$ cat config.mk
export PLATFORM = sky130hd
export DESIGN_NAME = dot_product_engine
export DESIGN_NICKNAME = d
export VERILOG_FILES = /design/src/rtl/dot_product_engine.sv
export SDC_FILE = /design/constraint.sdc
export NUM_CORES = 1
export LEC_CHECK = 0
export CORE_MARGIN = 2
export CORE_UTILIZATION = 60
export CTS_CLUSTER_DIAMETER = 30
export DETAILED_ROUTE_END_ITERATION = 16
export GPL_ROUTABILITY_DRIVEN = 0
export GPL_TIMING_DRIVEN = 0
export HOLD_SLACK_MARGIN = 0.06
export PLACE_DENSITY = 0.78
export SYNTH_ARGS = -nofsm -noshare
export SYNTH_HDL_FRONTEND = slang
export SYNTH_SLANG_ARGS = --single-unit
$ cat constraint.sdc
create_clock -name clk -period 8.8 [get_ports clk]
set_input_delay 2.64 -clock clk [delete_from_list [all_inputs] [get_ports clk]]
set_output_delay 2.64 -clock clk [all_outputs]
set_load 0.05 [all_outputs]
$ cat src/rtl/dot_product_engine.sv
// N-lane dot-product unit: shift-loaded operand lanes, one MAC per cycle with
// saturating accumulate across runs, and byte-serial valid/ready result readout.

module dpe_lane #(
    parameter int DATA_W = 8
) (
    input  logic              clk,
    input  logic              rst_n,
    input  logic              i_load_d,
    input  logic              i_load_w,
    input  logic [DATA_W-1:0] i_d,
    input  logic [DATA_W-1:0] i_w,
    output logic [DATA_W-1:0] o_d,
    output logic [DATA_W-1:0] o_w
);
    logic [DATA_W-1:0] r_d;
    logic [DATA_W-1:0] r_w;

    always_ff @(posedge clk) begin
        if (!rst_n) begin
            r_d <= '0;
            r_w <= '0;
        end else begin
            if (i_load_d) r_d <= i_d;
            if (i_load_w) r_w <= i_w;
        end
    end

    assign o_d = r_d;
    assign o_w = r_w;
endmodule

module dot_product_engine #(
    parameter int N_LANES = 4,
    parameter int DATA_W  = 8,
    parameter int ACC_W   = 20
) (
    input  logic              clk,
    input  logic              rst_n,
    input  logic              in_valid,
    output logic              in_ready,
    input  logic              in_sel,
    input  logic [DATA_W-1:0] in_data,
    input  logic              start,
    input  logic              signed_mode,
    input  logic              acc_clear,
    output logic              busy,
    output logic              out_valid,
    input  logic              out_ready,
    output logic [7:0]        out_data,
    output logic              out_last,
    output logic              ovf
);
    localparam int OUT_BYTES = (ACC_W + 7) / 8;
    localparam int OUT_W     = OUT_BYTES * 8;
    localparam int IDX_W     = (N_LANES > 1) ? $clog2(N_LANES) : 1;
    localparam int BYTE_W    = (OUT_BYTES > 1) ? $clog2(OUT_BYTES) : 1;
    localparam logic [IDX_W-1:0]  LAST_IDX = IDX_W'(N_LANES - 1);
    localparam logic signed [ACC_W:0] SMAX = {2'b00, {(ACC_W-1){1'b1}}};
    localparam logic signed [ACC_W:0] SMIN = {2'b11, {(ACC_W-1){1'b0}}};

    typedef enum logic [1:0] {
        S_IDLE    = 2'd0,
        S_COMPUTE = 2'd1,
        S_OUTPUT  = 2'd2
    } state_t;

    state_t             r_state;
    logic [IDX_W-1:0]   r_idx;
    logic [BYTE_W-1:0]  r_byte;
    logic [ACC_W-1:0]   r_acc;
    logic               r_signed;
    logic               r_ovf;
    logic               r_in_ready;
    logic               r_busy;
    logic               r_out_valid;
    logic [7:0]         r_out_data;
    logic               r_out_last;

    // Lane 0 takes the new element; every other lane takes its lower neighbour.
    logic [N_LANES-1:0][DATA_W-1:0] w_lane_d;
    logic [N_LANES-1:0][DATA_W-1:0] w_lane_w;
    logic                           w_load;
    logic                           w_load_d;
    logic                           w_load_w;

    assign w_load   = in_valid && (r_state == S_IDLE);
    assign w_load_d = w_load && !in_sel;
    assign w_load_w = w_load && in_sel;

    genvar g;
    generate
        for (g = 0; g < N_LANES; g++) begin : g_lane
            logic [DATA_W-1:0] w_src_d;
            logic [DATA_W-1:0] w_src_w;
            if (g == 0) begin : g_head
                assign w_src_d = in_data;
                assign w_src_w = in_data;
            end else begin : g_tail
                assign w_src_d = w_lane_d[g-1];
                assign w_src_w = w_lane_w[g-1];
            end
            dpe_lane #(.DATA_W(DATA_W)) u_lane (
                .clk      (clk),
                .rst_n    (rst_n),
                .i_load_d (w_load_d),
                .i_load_w (w_load_w),
                .i_d      (w_src_d),
                .i_w      (w_src_w),
                .o_d      (w_lane_d[g]),
                .o_w      (w_lane_w[g])
            );
        end
    endgenerate

    logic [DATA_W-1:0]          w_cur_d;
    logic [DATA_W-1:0]          w_cur_w;
    logic signed [2*DATA_W-1:0] w_prod_s;
    logic [2*DATA_W-1:0]        w_prod_u;
    logic signed [ACC_W:0]      w_prod_se;
    logic signed [ACC_W:0]      w_acc_se;
    logic signed [ACC_W:0]      w_sum_s;
    logic [ACC_W:0]             w_sum_u;
    logic [ACC_W-1:0]           w_sat;
    logic                       w_sat_hit;

    assign w_cur_d   = w_lane_d[r_idx];
    assign w_cur_w   = w_lane_w[r_idx];
    assign w_prod_s  = $signed(w_cur_d) * $signed(w_cur_w);
    assign w_prod_u  = w_cur_d * w_cur_w;
    assign w_prod_se = {{(ACC_W+1-2*DATA_W){w_prod_s[2*DATA_W-1]}}, w_prod_s};
    assign w_acc_se  = $signed({r_acc[ACC_W-1], r_acc});
    assign w_sum_s   = w_acc_se + w_prod_se;
    assign w_sum_u   = {1'b0, r_acc} + (ACC_W+1)'(w_prod_u);

    // One spare bit of headroom means a single add can only overshoot, never wrap.
    always_comb begin
        w_sat     = w_sum_u[ACC_W-1:0];
        w_sat_hit = 1'b0;
        if (r_signed) begin
            if (w_sum_s > SMAX) begin
                w_sat     = {1'b0, {(ACC_W-1){1'b1}}};
                w_sat_hit = 1'b1;
            end else if (w_sum_s < SMIN) begin
                w_sat     = {1'b1, {(ACC_W-1){1'b0}}};
                w_sat_hit = 1'b1;
            end else begin
                w_sat = w_sum_s[ACC_W-1:0];
            end
        end else if (w_sum_u[ACC_W]) begin
            w_sat     = '1;
            w_sat_hit = 1'b1;
        end
    end

    function automatic logic [OUT_W-1:0] f_extend(input logic [ACC_W-1:0] acc,
                                                  input logic sg);
        logic [OUT_W-1:0] v;
        v = '0;
        v[ACC_W-1:0] = acc;
        for (int b = ACC_W; b < OUT_W; b++) v[b] = sg & acc[ACC_W-1];
        return v;
    endfunction

    logic [OUT_W-1:0] w_first_ext;
    logic [OUT_W-1:0] w_res_ext;
    logic [7:0]       w_next_byte;
    logic             w_next_last;

    assign w_first_ext = f_extend(w_sat, r_signed);
    assign w_res_ext   = f_extend(r_acc, r_signed);
    assign w_next_byte = 8'(w_res_ext >> (8 * (int'(r_byte) + 1)));
    assign w_next_last = (int'(r_byte) + 2) == OUT_BYTES;

    always_ff @(posedge clk) begin
        if (!rst_n) begin
            r_state     <= S_IDLE;
            r_idx       <= '0;
            r_byte      <= '0;
            r_acc       <= '0;
            r_signed    <= 1'b0;
            r_ovf       <= 1'b0;
            r_in_ready  <= 1'b1;
            r_busy      <= 1'b0;
            r_out_valid <= 1'b0;
            r_out_data  <= '0;
            r_out_last  <= 1'b0;
        end else begin
            case (r_state)
                S_IDLE: begin
                    if (start) begin
                        r_state    <= S_COMPUTE;
                        r_signed   <= signed_mode;
                        r_idx      <= '0;
                        r_busy     <= 1'b1;
                        r_in_ready <= 1'b0;
                        if (acc_clear) begin
                            r_acc <= '0;
                            r_ovf <= 1'b0;
                        end
                    end
                end
                S_COMPUTE: begin
                    r_acc <= w_sat;
                    if (w_sat_hit) r_ovf <= 1'b1;
                    if (r_idx == LAST_IDX) begin
                        // First byte comes straight from the final sum so it is ready on entry.
                        r_state     <= S_OUTPUT;
                        r_out_valid <= 1'b1;
                        r_out_data  <= w_first_ext[7:0];
                        r_out_last  <= (OUT_BYTES == 1);
                        r_byte      <= '0;
                    end else begin
                        r_idx <= r_idx + 1'b1;
                    end
                end
                S_OUTPUT: begin
                    if (out_ready) begin
                        if (r_out_last) begin
                            r_state     <= S_IDLE;
                            r_out_valid <= 1'b0;
                            r_out_data  <= '0;
                            r_out_last  <= 1'b0;
                            r_busy      <= 1'b0;
                            r_in_ready  <= 1'b1;
                        end else begin
                            r_byte     <= r_byte + 1'b1;
                            r_out_data <= w_next_byte;
                            r_out_last <= w_next_last;
                        end
                    end
                end
                default: r_state <= S_IDLE;
            endcase
        end
    end

    assign in_ready  = r_in_ready;
    assign busy      = r_busy;
    assign out_valid = r_out_valid;
    assign out_data  = r_out_data;
    assign out_last  = r_out_last;
    assign ovf       = r_ovf;
endmodule

# --- Word level (Yosys, flattened, before mapping) ---
# Index checks and enable logic that the tools add are counted.
totals:
  register_bits: 104
  input_bits: 16
  out_inout_bits: 13
  elab_cells: 110
classes:
  n_addsub: 6
  multipliers: 2
  order_cmp: 3
  eq_ne: 12
  n_shift: 1
  muxes: 49
  bitwise: 1
  n_reduce_logical: 17
op_table:
  columns: ["cell", "count"]
  rows:
  - ["two-way mux 20 bit", 6]
  - ["adder 20 x 16 -> 21 bit", 2]
  - ["two-way mux 8 bit", 5]
  - ["case mux 20 bit (2 select lines)", 1]
  - ["binary-select mux 8 bit (select 2 bit)", 2]
  - ["multiplier 8 x 8 -> 16 bit", 2]
  - [">> shifter 24 x 6 -> 8 bit", 1]
  - ["> comparator 21 x 20 -> 1 bit, second input constant", 1]
  - ["< comparator 21 x 20 -> 1 bit, second input constant", 1]
  - ["AND reduction 4 bit", 5]
  - ["two-way mux 2 bit", 9]
  - ["two-way mux 1 bit", 17]
  - ["!= test 2 bit, second input constant", 8]
  - ["case mux 8 bit (2 select lines)", 1]
  - ["case mux 1 bit (2 select lines)", 5]
  - ["AND reduction 3 bit", 3]
  - ["case mux 2 bit (2 select lines)", 2]
  - ["case mux 2 bit (3 select lines)", 1]
  - ["nonzero test 2 bit", 3]
  - ["adder 2 x 1 -> 2 bit, second input constant", 2]
  - ["== test 2 bit, second input constant", 2]
  - ["adder 2 x 1 -> 3 bit, second input constant", 1]
  - ["adder 2 x 2 -> 3 bit, second input constant", 1]
  - ["== test 3 x 2 -> 1 bit, second input constant", 1]
  - ["7 further kinds", 9]

# --- Depth between registers and ports, before layout ---
# Gate-level depths: netlist (run 1).
logic_depth:
  word_depth: 10
  depth_mapped: 24
  mapped_depth_nobuf: 21

# --- Modules after synthesis ---
# From an unflattened synthesis (run 1), not the netlist that was laid out.
hier_totals:
  hier_cells: 1075
  area_unflattened_um2: 10293.6
by_module_without_submodules:
  columns: ["module", "n_inst", "cells_per_inst", "area_each_um2", "seq_area_each_um2"]
  rows:
  - ["dot_product_engine", 1, 871, 7861.3, 800.8]
  - ["dpe_lane", 4, 51, 608.1, 320.3]

# --- Least setup slack after synthesis (run 1) ---
# No wires, ideal clock.
synth_path:
  path_type: "reg2reg"
  start: "reg r_idx[0]"
  end: "reg r_out_data[4], in the netlist out_data[4]"
  setup_time_ps: 117
  t_arrival_ps: 6674
  required_time_ps: 8683
  setup_slack_ps: 2008
  path_stages_with_launch: 22
  path_buffers: 3
  synth_period_minus_slack_ps: 6792
  cell_sequence: "dfxtp_1 -> buf_2 -> buf_1 -> mux4_2 -> and2_1 -> fa_1 -> inv_1 -> fa_1 -> fa_1 -> fa_1 -> fa_1 -> inv_1 -> ha_1 -> a2111oi_4 -> o31a_1 -> o2111ai_1 -> a21o_1 -> and2_4 -> nor4_4 -> buf_6 -> nand2_2 -> a32o_1"
synth_via:
  elab_chain_cells: 10
  elab_cells_between_ends: 19
  classes_between: "add/sub (2); mul (2); order compare (2); eq/ne (2); mux (10); reduce/logical (1)"
synth_rtl:
  columns: ["element", "line", "text"]
  rows:
  - ["start, declared", "69", "logic [IDX_W-1:0] r_idx;"]
  - ["start signal, assigned", "214", "r_idx <= r_idx + 1'b1;"]
  - ["binary-select mux 8 bit (select 2 bit), on equally long branches", "127, 128", null]
  - ["two-way mux 8 bit, on equally long branches", "127, 128", null]
  - ["multiplier 8 x 8 -> 16 bit", "129", "assign w_prod_s = $signed(w_cur_d) * $signed(w_cur_w);"]
  - ["adder 20 x 16 -> 21 bit", "133", "assign w_sum_s = w_acc_se + w_prod_se;"]
  - ["< comparator 21 x 20 -> 1 bit", "144", "end else if (w_sum_s < SMIN) begin"]
  - ["two-way mux 20 bit", "144", null]
  - ["two-way mux 20 bit", "141", "if (w_sum_s > SMAX) begin"]
  - ["two-way mux 20 bit", "140", "if (r_signed) begin"]
  - ["two-way mux 8 bit", "206", "if (r_idx == LAST_IDX) begin"]
  - ["case mux 8 bit (2 select lines)", "189", "case (r_state)"]
  - ["end signal, assigned", "210", "r_out_data <= w_first_ext[7:0];"]
  - ["end signal, assigned", "228", "r_out_data <= w_next_byte;"]
  - ["end, declared", "77", "logic [7:0] r_out_data;"]
# Parallel ways exist; a longest one is shown, timed or not. The select of a mux whose other input is x is not followed.
# A chain may end at the register's enable or synchronous reset.

# --- Worst setup path after layout (run 1) ---
# Same ends and word-level chain as after synthesis.

==> results.yml, run 1 <==
outcome:
  run_status: "complete, no violations"
synth:
  synthFlopType: "dfxtp_1"
  syn-num-nets: 1317
  synth-compound-area-share_pct: 16.4
  netlist_top_cells_area: "fa_1 24%, dfxtp_1 21%, ha_1 9.3%"
  synthArstFlopShare_pct: 0
  synth_top_area_share_pct: 24.5
  seq_area_frac_synth_pct: 20.9
  synthXorXnorAreaFrac_pct: 2.82
  synth_mux_area_share_pct: 4.41
  yosysTopAreaCell: "fa_1"
  synth_seq_cells: 104
  synthSimpleGateAreaFrac_pct: 14.4
  synth_area_um2: 9980
  ys.warnings.count: 0
  synthCells: 1105
  synth_cell_types: 63
  synth_area_per_cell_um2: 9.03
  synth_top_family_by_area: "adder cells"
  synth_edf_count: 0
  synth_fa_ha_area_share_pct: 33.7
sta:
  finalSetupTns_ps: 0
  maxClockFrequency_mhz: 123
  drv_slew: 0
  period_needed_ps: 8120
  rsz0062_at_grt: "no"
  fin_crit_sh_pct: 92.3
  setup_viol: 0
  worstMarginPinSlew_ps: 1020
  slew_headroom_pct: 32.3
  hold_viol_final: 0
  clock_skew_ps: 14.9
run:
  drv_cap: 0
routing:
  dr.pass1.iters: 6
  ant_nets: 0
  wire_per_inst_um: 17.7
  num_vias: 7815
  avgViaCountPerCell: 5.71
  wirelength_um: 24200
  drt-initial-drc-count: 540
  drc: 0
worst_setup_path:
  crit_fanout: 10
  crit_required_ps: 9040
  arrival_ps: 8370
  critPathLaunchType: "register"
  worst-setup-path-type: "reg -> reg"
  endpoint_kind: "register"
cells_and_area:
  n_antenna_cell: 0
  final_core_util_pct: 66.0
  nNetsFinal: 1355
  area_delta_synth_final_pct: 8.47
  instances_no_fill: 1368
  drive_gt1_share_pct: 4.01
global_route:
  grt_usage_pct: 28.7
  antenna_found_initial: 1
  gr-total-overflow: 0
  grt_pass1_wl_um: 39500
  grt_pass1_vias: 7715
  grt_max_degree: 20
die:
  chipHeight_um: 133
  die_area_um2: 17700
  coreArea_um2: 16400
  rows: 47
  ios: 29
  die_x_um: 133
  start_util_pct: 60.8
clock_tree:
  numCtsBuffers: 9
  cts_root_buf: "clkbuf_16"
  clock_latency_ps: 360
  cts_max_level: 3
  holdBufCountCts: 0
  cts.sinks: 104
  cts_setup_buffers: 0
  clockBufferDepth: 2
  cts_resized: 0
  cts.reportedPaths.clkPinSlew_ps: 80
  tritoncts: "yes"
hold_path:
  hold_path.class: "reg -> reg"
place:
  dp_hpwl_um: 19600
  placed_cells: 1352
  portBuffers: 27
power_and_ir_drop:
  ir_drop_uv: 100
  p_leak_nw: 4.77
  p_per_area_nw_per_um2: 104
-- cells in the final DEF (no fill, tap or decap), drive strengths merged, types with 11 or more instances in the layout --
cell,instances
a22o,12
mux4,15
dfxtp,104
xor2,15
xnor2,12
nand2,195
ha,74
a21oi,37
nor2,29
inv,156
o21a,12
a21boi,68
clkbuf,45
o21ai,51
fa,122
clkdlybuf4s50,27
nand3,11
and2,45
-- kinds of logic (layout without fill, tap and decap cells) --
group	count (synthesis)	count (layout)
xor gates and xnor gates	29	29
DFF	104	104
adders and majority gates	196	196
buffers and inverters	194	237
AOI/OAI and AO/OA	239	239
muxes	25	25
and+or+nand+nor	318	318
-- flip-flops by register name (all words and copies together), names as in the netlist --
name,flops
out_valid,1
out_data,8
r_idx,2
r_byte,2
r_acc,20
out_last,1
in_ready,1
r_signed,1
r_state,2
ovf,1
busy,1
g_lane.u_lane.o_d,32
g_lane.u_lane.o_w,32
-- worst max-delay path: stages (launching register included) --
cell and delay [ps]:
dfxtp_1 330, buf_2 350, buf_1 810, mux2i_1 170
nand2_1 100, o21a_1 420, clkinv_1 430, o21bai_1 260
ha_1 210, inv_1 80, fa_1 750, inv_1 180
fa_1 540, fa_1 490, ha_1 310, ha_1 390
a21o_1 220, a21oi_1 270, a21boi_0 130, o21ai_0 210
o21ai_0 230, nor4_4 530, buf_6 230, nand2_2 80
a32o_1 250
-- cell usage after synthesis (3+ instances only) --
library cell / instances
nand2_1: 194
inv_1: 152
fa_1: 122
dfxtp_1: 104
ha_1: 74
a21boi_0: 68
and2_1: 44
o21ai_0: 42
a21oi_1: 37
clkbuf_1: 35
nor2_1: 29
mux4_2: 15
xor2_1: 15
a22o_1: 12
o21a_1: 12
xnor2_1: 12
nand3_1: 11
a21o_1: 9
a31oi_1: 9
nor2b_1: 9
o21ai_1: 9
mux2i_1: 8
nor3_1: 8
o21bai_1: 7
o31ai_1: 7
nand2b_1: 6
a32o_1: 4
a211oi_1: 3
and3_1: 3
buf_1: 3
o211ai_1: 3
-- stage by stage --
stage                     power (mW)  hold WS (ps)  worst slack, ps  area [µm²]
final                           1.13           459              679       10800
after floorplan                0.654           425             2010        9980
after CTS                       1.13           460              689       10800
after global placement         0.717           441              797       10500
after detailed placement       0.721           443              758       10500
after global routing            1.17           480             49.0       10800
-- final timing paths --
kind / from / end / slack, ps / cells past startpoint
max: r_idx[0]$_SDFFE_PN0P_ / out_data[4]$_SDFFE_PN0P_ / 680 / 24
min reg2reg: r_acc[1]$_SDFFE_PN0P_ / r_acc[1]$_SDFFE_PN0P_ / 460 / 2
min: r_acc[1]$_SDFFE_PN0P_ / r_acc[1]$_SDFFE_PN0P_ / 460 / 2
max reg2reg: r_idx[0]$_SDFFE_PN0P_ / out_data[4]$_SDFFE_PN0P_ / 680 / 24
-- cell type report --
type / instances / area (µm²)
repair buffers: 27 / 270
clock buffers: 10 / 239
multi-input cells: 807 / 7160
clock inverters: 6 / 61.3
plain buffers: 41 / 166
fillers: 1374 / 5580
well taps: 220 / 275
inverters: 153 / 574
flip-flops and latches: 104 / 2080
-- layer usage --
metal | wire length, µm | vias up | GRT usage, %
li1 | - | 3692 | -
met1 | 10800 | 3852 | 40.6
met3 | 1550 | 30 | 3.87
met4 | 466 | 0 | 7.95
met5 | 0 | - | 0
met2 | 11400 | 241 | 46.5
-- power by group --
group          internal [mW]  leakage, nW  switching, mW
combinational         0.0857         3.79          0.139
sequential             0.479        0.841        0.00907
clock                  0.208        0.145          0.205
No activity file was read; power rests on OpenSTA's default activity.
==> run 2: changes to the inputs <==
--- a/config.mk
+++ b/config.mk
@@ -5,7 +5,7 @@
 export SDC_FILE = /design/constraint.sdc
 export NUM_CORES = 1
 export LEC_CHECK = 0
-export CORE_MARGIN = 2
+export CORE_ASPECT_RATIO = 1.25
 export CORE_UTILIZATION = 60
 export CTS_CLUSTER_DIAMETER = 30
 export DETAILED_ROUTE_END_ITERATION = 16
==> run 2 against run 1 <==
Net effect: first-iteration DRC count shrank 19%; sequential cell count is the same; clock power shrank 7.0%; clock-buffer cell count shrank 1; combinational power is essentially flat; maximum frequency grew 2.7%; hold slack gained 1.3 ps; non-clock buffer count is the same; cell count shrank 0.37%; setup slack gained 210 ps; critical path depth is the same; utilization grew 0.69 points; largest cell class unchanged.
==> results.yml, run 2 (same netlist as run 1, synthesis figures left out) <==
sta:
  clock_skew_ps: 10.6
  worstMarginPinSlew_ps: 1050
  setup_viol: 0
  rsz0062_at_grt: "no"
  finalSetupTns_ps: 0
  fin_crit_sh_pct: 89.9
  drv_slew: 0
  hold_viol_final: 0
  slew_headroom_pct: 30.0
  maxClockFrequency_mhz: 126
  period_needed_ps: 7910
clock_tree:
  cts_max_level: 3
  cts_setup_buffers: 0
  clockBufferDepth: 2
  tritoncts: "yes"
  cts_resized: 0
  cts.reportedPaths.clkPinSlew_ps: 70
  holdBufCountCts: 0
  numCtsBuffers: 9
  cts.sinks: 104
  cts_root_buf: "clkbuf_16"
  clock_latency_ps: 360
die:
  coreArea_um2: 16200
  chipHeight_um: 146
  ios: 29
  start_util_pct: 61.6
  die_area_um2: 17200
  rows: 52
  die_x_um: 117
worst_setup_path:
  crit_required_ps: 9050
  path_cells: "buf_2 -> buf_1 -> mux2i_1 -> nand2_1 -> o21a_1 -> clkinv_1 -> o21bai_1 -> ha_1 -> inv_1 -> fa_1 -> inv_1 -> fa_1 -> fa_1 -> ha_1 -> ha_1 -> a21o_1 -> a21oi_1 -> o2111ai_1 -> a21o_1 -> and2_4 -> nor4_4 -> buf_6 -> nand2_2 -> a32o_1"
  worst-setup-path-type: "reg -> reg"
  reg2reg_slack_ps: 890
  critPathMaxStageDelay_ps: 730
  critPathLaunchType: "register"
  reg2reg_depth: 24
  cp_slowest_cell: "fa_1"
  arrival_ps: 8150
  reg2reg_from: "r_idx[0]$_SDFFE_PN0P_"
  endpoint_kind: "register"
  worst_r2r_endpoint: "out_data[4]$_SDFFE_PN0P_"
  crit_fanout: 10
global_route:
  grt_max_degree: 19
  grt_usage_pct: 29.8
  grt_pass1_vias: 8056
  gr-total-overflow: 0
  antenna_found_initial: 1
  grt_pass1_wl_um: 40100
power_and_ir_drop:
  p_leak_nw: 4.76
  ir_drop_uv: 157
  total_power_mw: 1.10
  p_per_area_nw_per_um2: 102
place:
  portBuffers: 27
  dp_hpwl_um: 19400
run:
  drv_cap: 0
hold_path:
  holdPathEnd: "r_acc[1]$_SDFFE_PN0P_"
  min_from: "r_acc[1]$_SDFFE_PN0P_"
  hold_path.class: "reg -> reg"
  holdPathStages: 2
routing:
  wirelength_um: 24100
  dr.pass1.iters: 4
  drc: 0
  avgViaCountPerCell: 5.78
  drt-initial-drc-count: 436
  num_vias: 7876
  ant_nets: 0
  wire_per_inst_um: 17.7
cells_and_area:
  final_core_util_pct: 66.7
  n_antenna_cell: 0
  nNetsFinal: 1355
  mostFrequentLayoutCells: "194 x nand2_1, 152 x inv_1, 122 x fa_1"
  layout_commonest_cell: "nand2_1"
  drive_gt1_share_pct: 3.92
  area_delta_synth_final_pct: 8.22
outcome:
  run_status: "complete, no violations"
run 2: cell count changes in the layout (fill, tap and decap cells not counted):
cell	previous run	this run
clkbuf_8	1	0
clkinv_8	1	0
clkinvlp_4	1	2
clkinv_4	0	2
inv_6	3	0
inv_8	1	2
run 2: critical path: cells and delay by family, from the launching register on:
kind	cells	cell delay, ps
AND/OR/NAND/NOR	4	930
buffers and inverters	6	1870
AO/OA/AOI/OAI	7	1830
multiplexers	1	170
adder cells (fa/ha/maj)	6	2660
flip-flops	1	330
run 2: metal layers:
| layer | GRT usage (%) | routed length (µm) |
|---|---|---|
| met5 | 0 | 0 |
| met4 | 15.7 | 1130 |
| met3 | 4.45 | 1110 |
| met2 | 52.8 | 12600 |
| met1 | 34.8 | 9280 |
run 2: stage by stage:
step / setup WS (ps) / cells / hold slack (ps) / instance area [µm²]
2_1_floorplan: 2010 / 1105 / 425 / 9980
3_3_place_gp: 869 / 1348 / 436 / 10500
3_5_place_dp: 868 / 1348 / 448 / 10500
4_1_cts: 857 / 1363 / 464 / 10800
5_1_grt: 373 / 1363 / 472 / 10800
6_report: 893 / 1363 / 460 / 10800
run 2: final cells by class:
class / count / area (µm²)
Clock inverter: 6 / 55.1
Tap cell: 216 / 270
Inverter: 153 / 574
Multi-Input combinational cell: 807 / 7160
Buffer: 41 / 166
Timing Repair Buffer: 27 / 270
Clock buffer: 9 / 225
Sequential cell: 104 / 2080
Fill cell: 1351 / 5400
run 2: worst max path at each step:
stage	slack (ps)	from	to
finish	890	r_idx[0]$_SDFFE_PN0P_	out_data[4]$_SDFFE_PN0P_
global route	370	r_idx[0]$_SDFFE_PN0P_	out_data[4]$_SDFFE_PN0P_
CTS	860	r_idx[0]$_SDFFE_PN0P_	out_data[4]$_SDFFE_PN0P_
detailed placement	870	r_idx[0]$_SDFFE_PN0P_	r_acc[4]$_SDFFE_PN0P_
global placement	870	r_idx[0]$_SDFFE_PN0P_	out_data[4]$_SDFFE_PN0P_
floorplan	2010	r_idx[0]$_SDFFE_PN0P_	out_data[4]$_SDFFE_PN0P_
run 2: report_power, final:
part           total, mW  internal (mW)  switching [mW]
logic              0.226         0.0861           0.140
clock network      0.384          0.195           0.188
registers          0.488          0.480         0.00813
==> run 3: changes to the inputs <==
==> config.mk (replaced) <==
export PLATFORM = sky130hd
export DESIGN_NAME = dot_product_engine
export DESIGN_NICKNAME = d
export VERILOG_FILES = /design/src/rtl/dot_product_engine.sv
export SDC_FILE = /design/constraint.sdc
export NUM_CORES = 1
export LEC_CHECK = 0
export CELL_PAD_IN_SITES_DETAIL_PLACEMENT = 0
export CELL_PAD_IN_SITES_GLOBAL_PLACEMENT = 1
export CORE_ASPECT_RATIO = 1.25
export CORE_UTILIZATION = 50
export DETAILED_ROUTE_END_ITERATION = 16
export GPL_ROUTABILITY_DRIVEN = 0
export GPL_TIMING_DRIVEN = 0
export HOLD_SLACK_MARGIN = 0.06
export PLACE_DENSITY_LB_ADDON = 0.1
export SYNTH_ARGS = -nofsm -noshare
export SYNTH_HDL_FRONTEND = slang
export SYNTH_SLANG_ARGS = --single-unit
==> run 3 against run 2 <==
Net effect: utilization decreased by 11 points; via count decreased by 3.1%; maximum frequency fell by 1.7%; cell count is 3.7% higher; non-clock buffer count unchanged; final area increased by 0.67%; combinational power is essentially flat; sequential cell count unchanged; sequential share of layout area decreased by 0.13 points.
==> results.yml, run 3 (same netlist as run 1, synthesis figures left out) <==
worst_setup_path:
  crit_required_ps: 9050
  arrival_ps: 8300
  endpoint_kind: "register"
  cp_slowest_cell: "buf_1"
  cp_top_family: "adder cells"
  reg2reg_slack_ps: 750
  crit_fanout: 10
  crit_top_cell: "fa_1"
  critPathLaunchType: "register"
  critPathBufInv: 4
  critPathMaxStageDelay_ps: 700
  path_cells: "buf_2 -> buf_1 -> mux2i_1 -> nand2_1 -> o21a_1 -> clkinv_1 -> nor2_1 -> fa_1 -> fa_1 -> fa_1 -> fa_1 -> ha_1 -> ha_1 -> a2111oi_4 -> o31a_1 -> o2111ai_1 -> a21o_1 -> and2_4 -> nor4_4 -> buf_6 -> nand2_2 -> a32o_1"
  worst-setup-path-type: "reg -> reg"
routing:
  avgViaCountPerCell: 5.40
  wire_per_inst_um: 17.9
  num_vias: 7630
  ant_nets: 0
  drc: 0
  wirelength_um: 25300
  dr.pass1.iters: 4
  drt-initial-drc-count: 377
global_route:
  antenna_found_initial: 0
  grt_max_degree: 20
  grt_pass1_vias: 8013
  grt_pass1_wl_um: 42000
  gr-total-overflow: 0
  grt_usage_pct: 26.8
die:
  start_util_pct: 51.3
  rows: 57
  ios: 29
  chipHeight_um: 160
  coreArea_um2: 19500
  die_area_um2: 20500
  die_x_um: 128
power_and_ir_drop:
  p_leak_nw: 4.77
  p_per_area_nw_per_um2: 103
  ir_drop_uv: 162
sta:
  maxClockFrequency_mhz: 124
  fin_crit_sh_pct: 91.4
  finalSetupTns_ps: 0
  hold_viol_final: 0
  worstMarginPinSlew_ps: 868
  setup_viol: 0
  slew_headroom_pct: 42.0
  period_needed_ps: 8050
  clock_skew_ps: 12.4
  rsz0062_at_grt: "no"
  drv_slew: 0
  whs_ps: 464
clock_tree:
  clockBufferDepth: 2
  holdBufCountCts: 0
  cts_resized: 0
  cts.reportedPaths.clkPinSlew_ps: 80
  cts_setup_buffers: 0
  cts_max_level: 3
  cts_root_buf: "clkbuf_16"
  clock_latency_ps: 360
  cts.sinks: 104
  tritoncts: "yes"
  numCtsBuffers: 9
outcome:
  run_status: "complete, no violations"
cells_and_area:
  n_antenna_cell: 0
  nNetsFinal: 1355
  mostFrequentLayoutCells: "194 x nand2_1, 152 x inv_1, 122 x fa_1"
  area_delta_synth_final_pct: 8.95
  final_core_util_pct: 55.9
  drive_gt1_share_pct: 3.92
  layout_commonest_cell: "nand2_1"
hold_path:
  hold_path.class: "reg -> reg"
run:
  drv_cap: 0
place:
  dp_hpwl_um: 21100
  portBuffers: 27
==> run 3: changes by cell type in the layout (fill, tap and decap cells not counted) <==
cell	previous run	this run
clkbuf_1	35	36
clkinv_8	0	1
clkinvlp_4	2	0
inv_6	0	2
inv_8	2	1
==> run 3: cell type report <==
| cell class | instances | area (µm²) |
|---|---|---|
| Clock inverter | 6 | 62.6 |
| Fill cell | 1916 | 8590 |
| Clock buffer | 10 | 229 |
| Tap cell | 265 | 332 |
| Multi-Input combinational cell | 807 | 7160 |
| Inverter | 153 | 574 |
| Buffer | 41 | 166 |
| Timing Repair Buffer | 27 | 270 |
| Sequential cell | 104 | 2080 |
==> run 3: report_power, final <==
part | total, mW | switching (mW) | internal [mW]
Combinational | 0.226 | 0.140 | 0.0863
Clock | 0.405 | 0.205 | 0.200
Sequential | 0.488 | 0.00881 | 0.479
Total | 1.12 | 0.354 | 0.766
==> run 3: through the flow <==
| step | area [µm²] | std cells | setup WS [ps] | power, mW |
|---|---|---|---|---|
| floorplan | 9980 | 1105 | 2010 | 0.654 |
| global placement | 10600 | 1397 | 674 | 0.727 |
| detailed placement | 10600 | 1397 | 639 | 0.728 |
| CTS | 10900 | 1413 | 635 | 1.13 |
| global route | 10900 | 1413 | 155 | 1.18 |
| finish | 10900 | 1413 | 754 | 1.12 |
==> run 3: worst paths after layout <==
kind	startpoint	to	depth (start not counted)
worst max register to register	r_idx[0]$_SDFFE_PN0P_	out_data[4]$_SDFFE_PN0P_	22
worst min register to register	g_lane[3].u_lane.o_w[7]$_SDFFE_PN0P_	g_lane[3].u_lane.o_w[7]$_SDFFE_PN0P_	2
worst max-delay path	r_idx[0]$_SDFFE_PN0P_	out_data[4]$_SDFFE_PN0P_	22
worst min-delay path	g_lane[3].u_lane.o_w[7]$_SDFFE_PN0P_	g_lane[3].u_lane.o_w[7]$_SDFFE_PN0P_	2
==> run 3: routing by layer <==
metal  GRT usage (%)  routed length [µm]
met1            32.0               10300
met5               0                   0
met3            2.01                 448
met2            50.7               14000
met4            7.22                 533
==> run 3: worst min-delay path, delay by kind of cell (launching register included) <==
family / cells / cell delay (ps)
AOI/OAI and AO/OA: 1 / 60
DFF: 1 / 310
and+or+nand+nor: 1 / 50
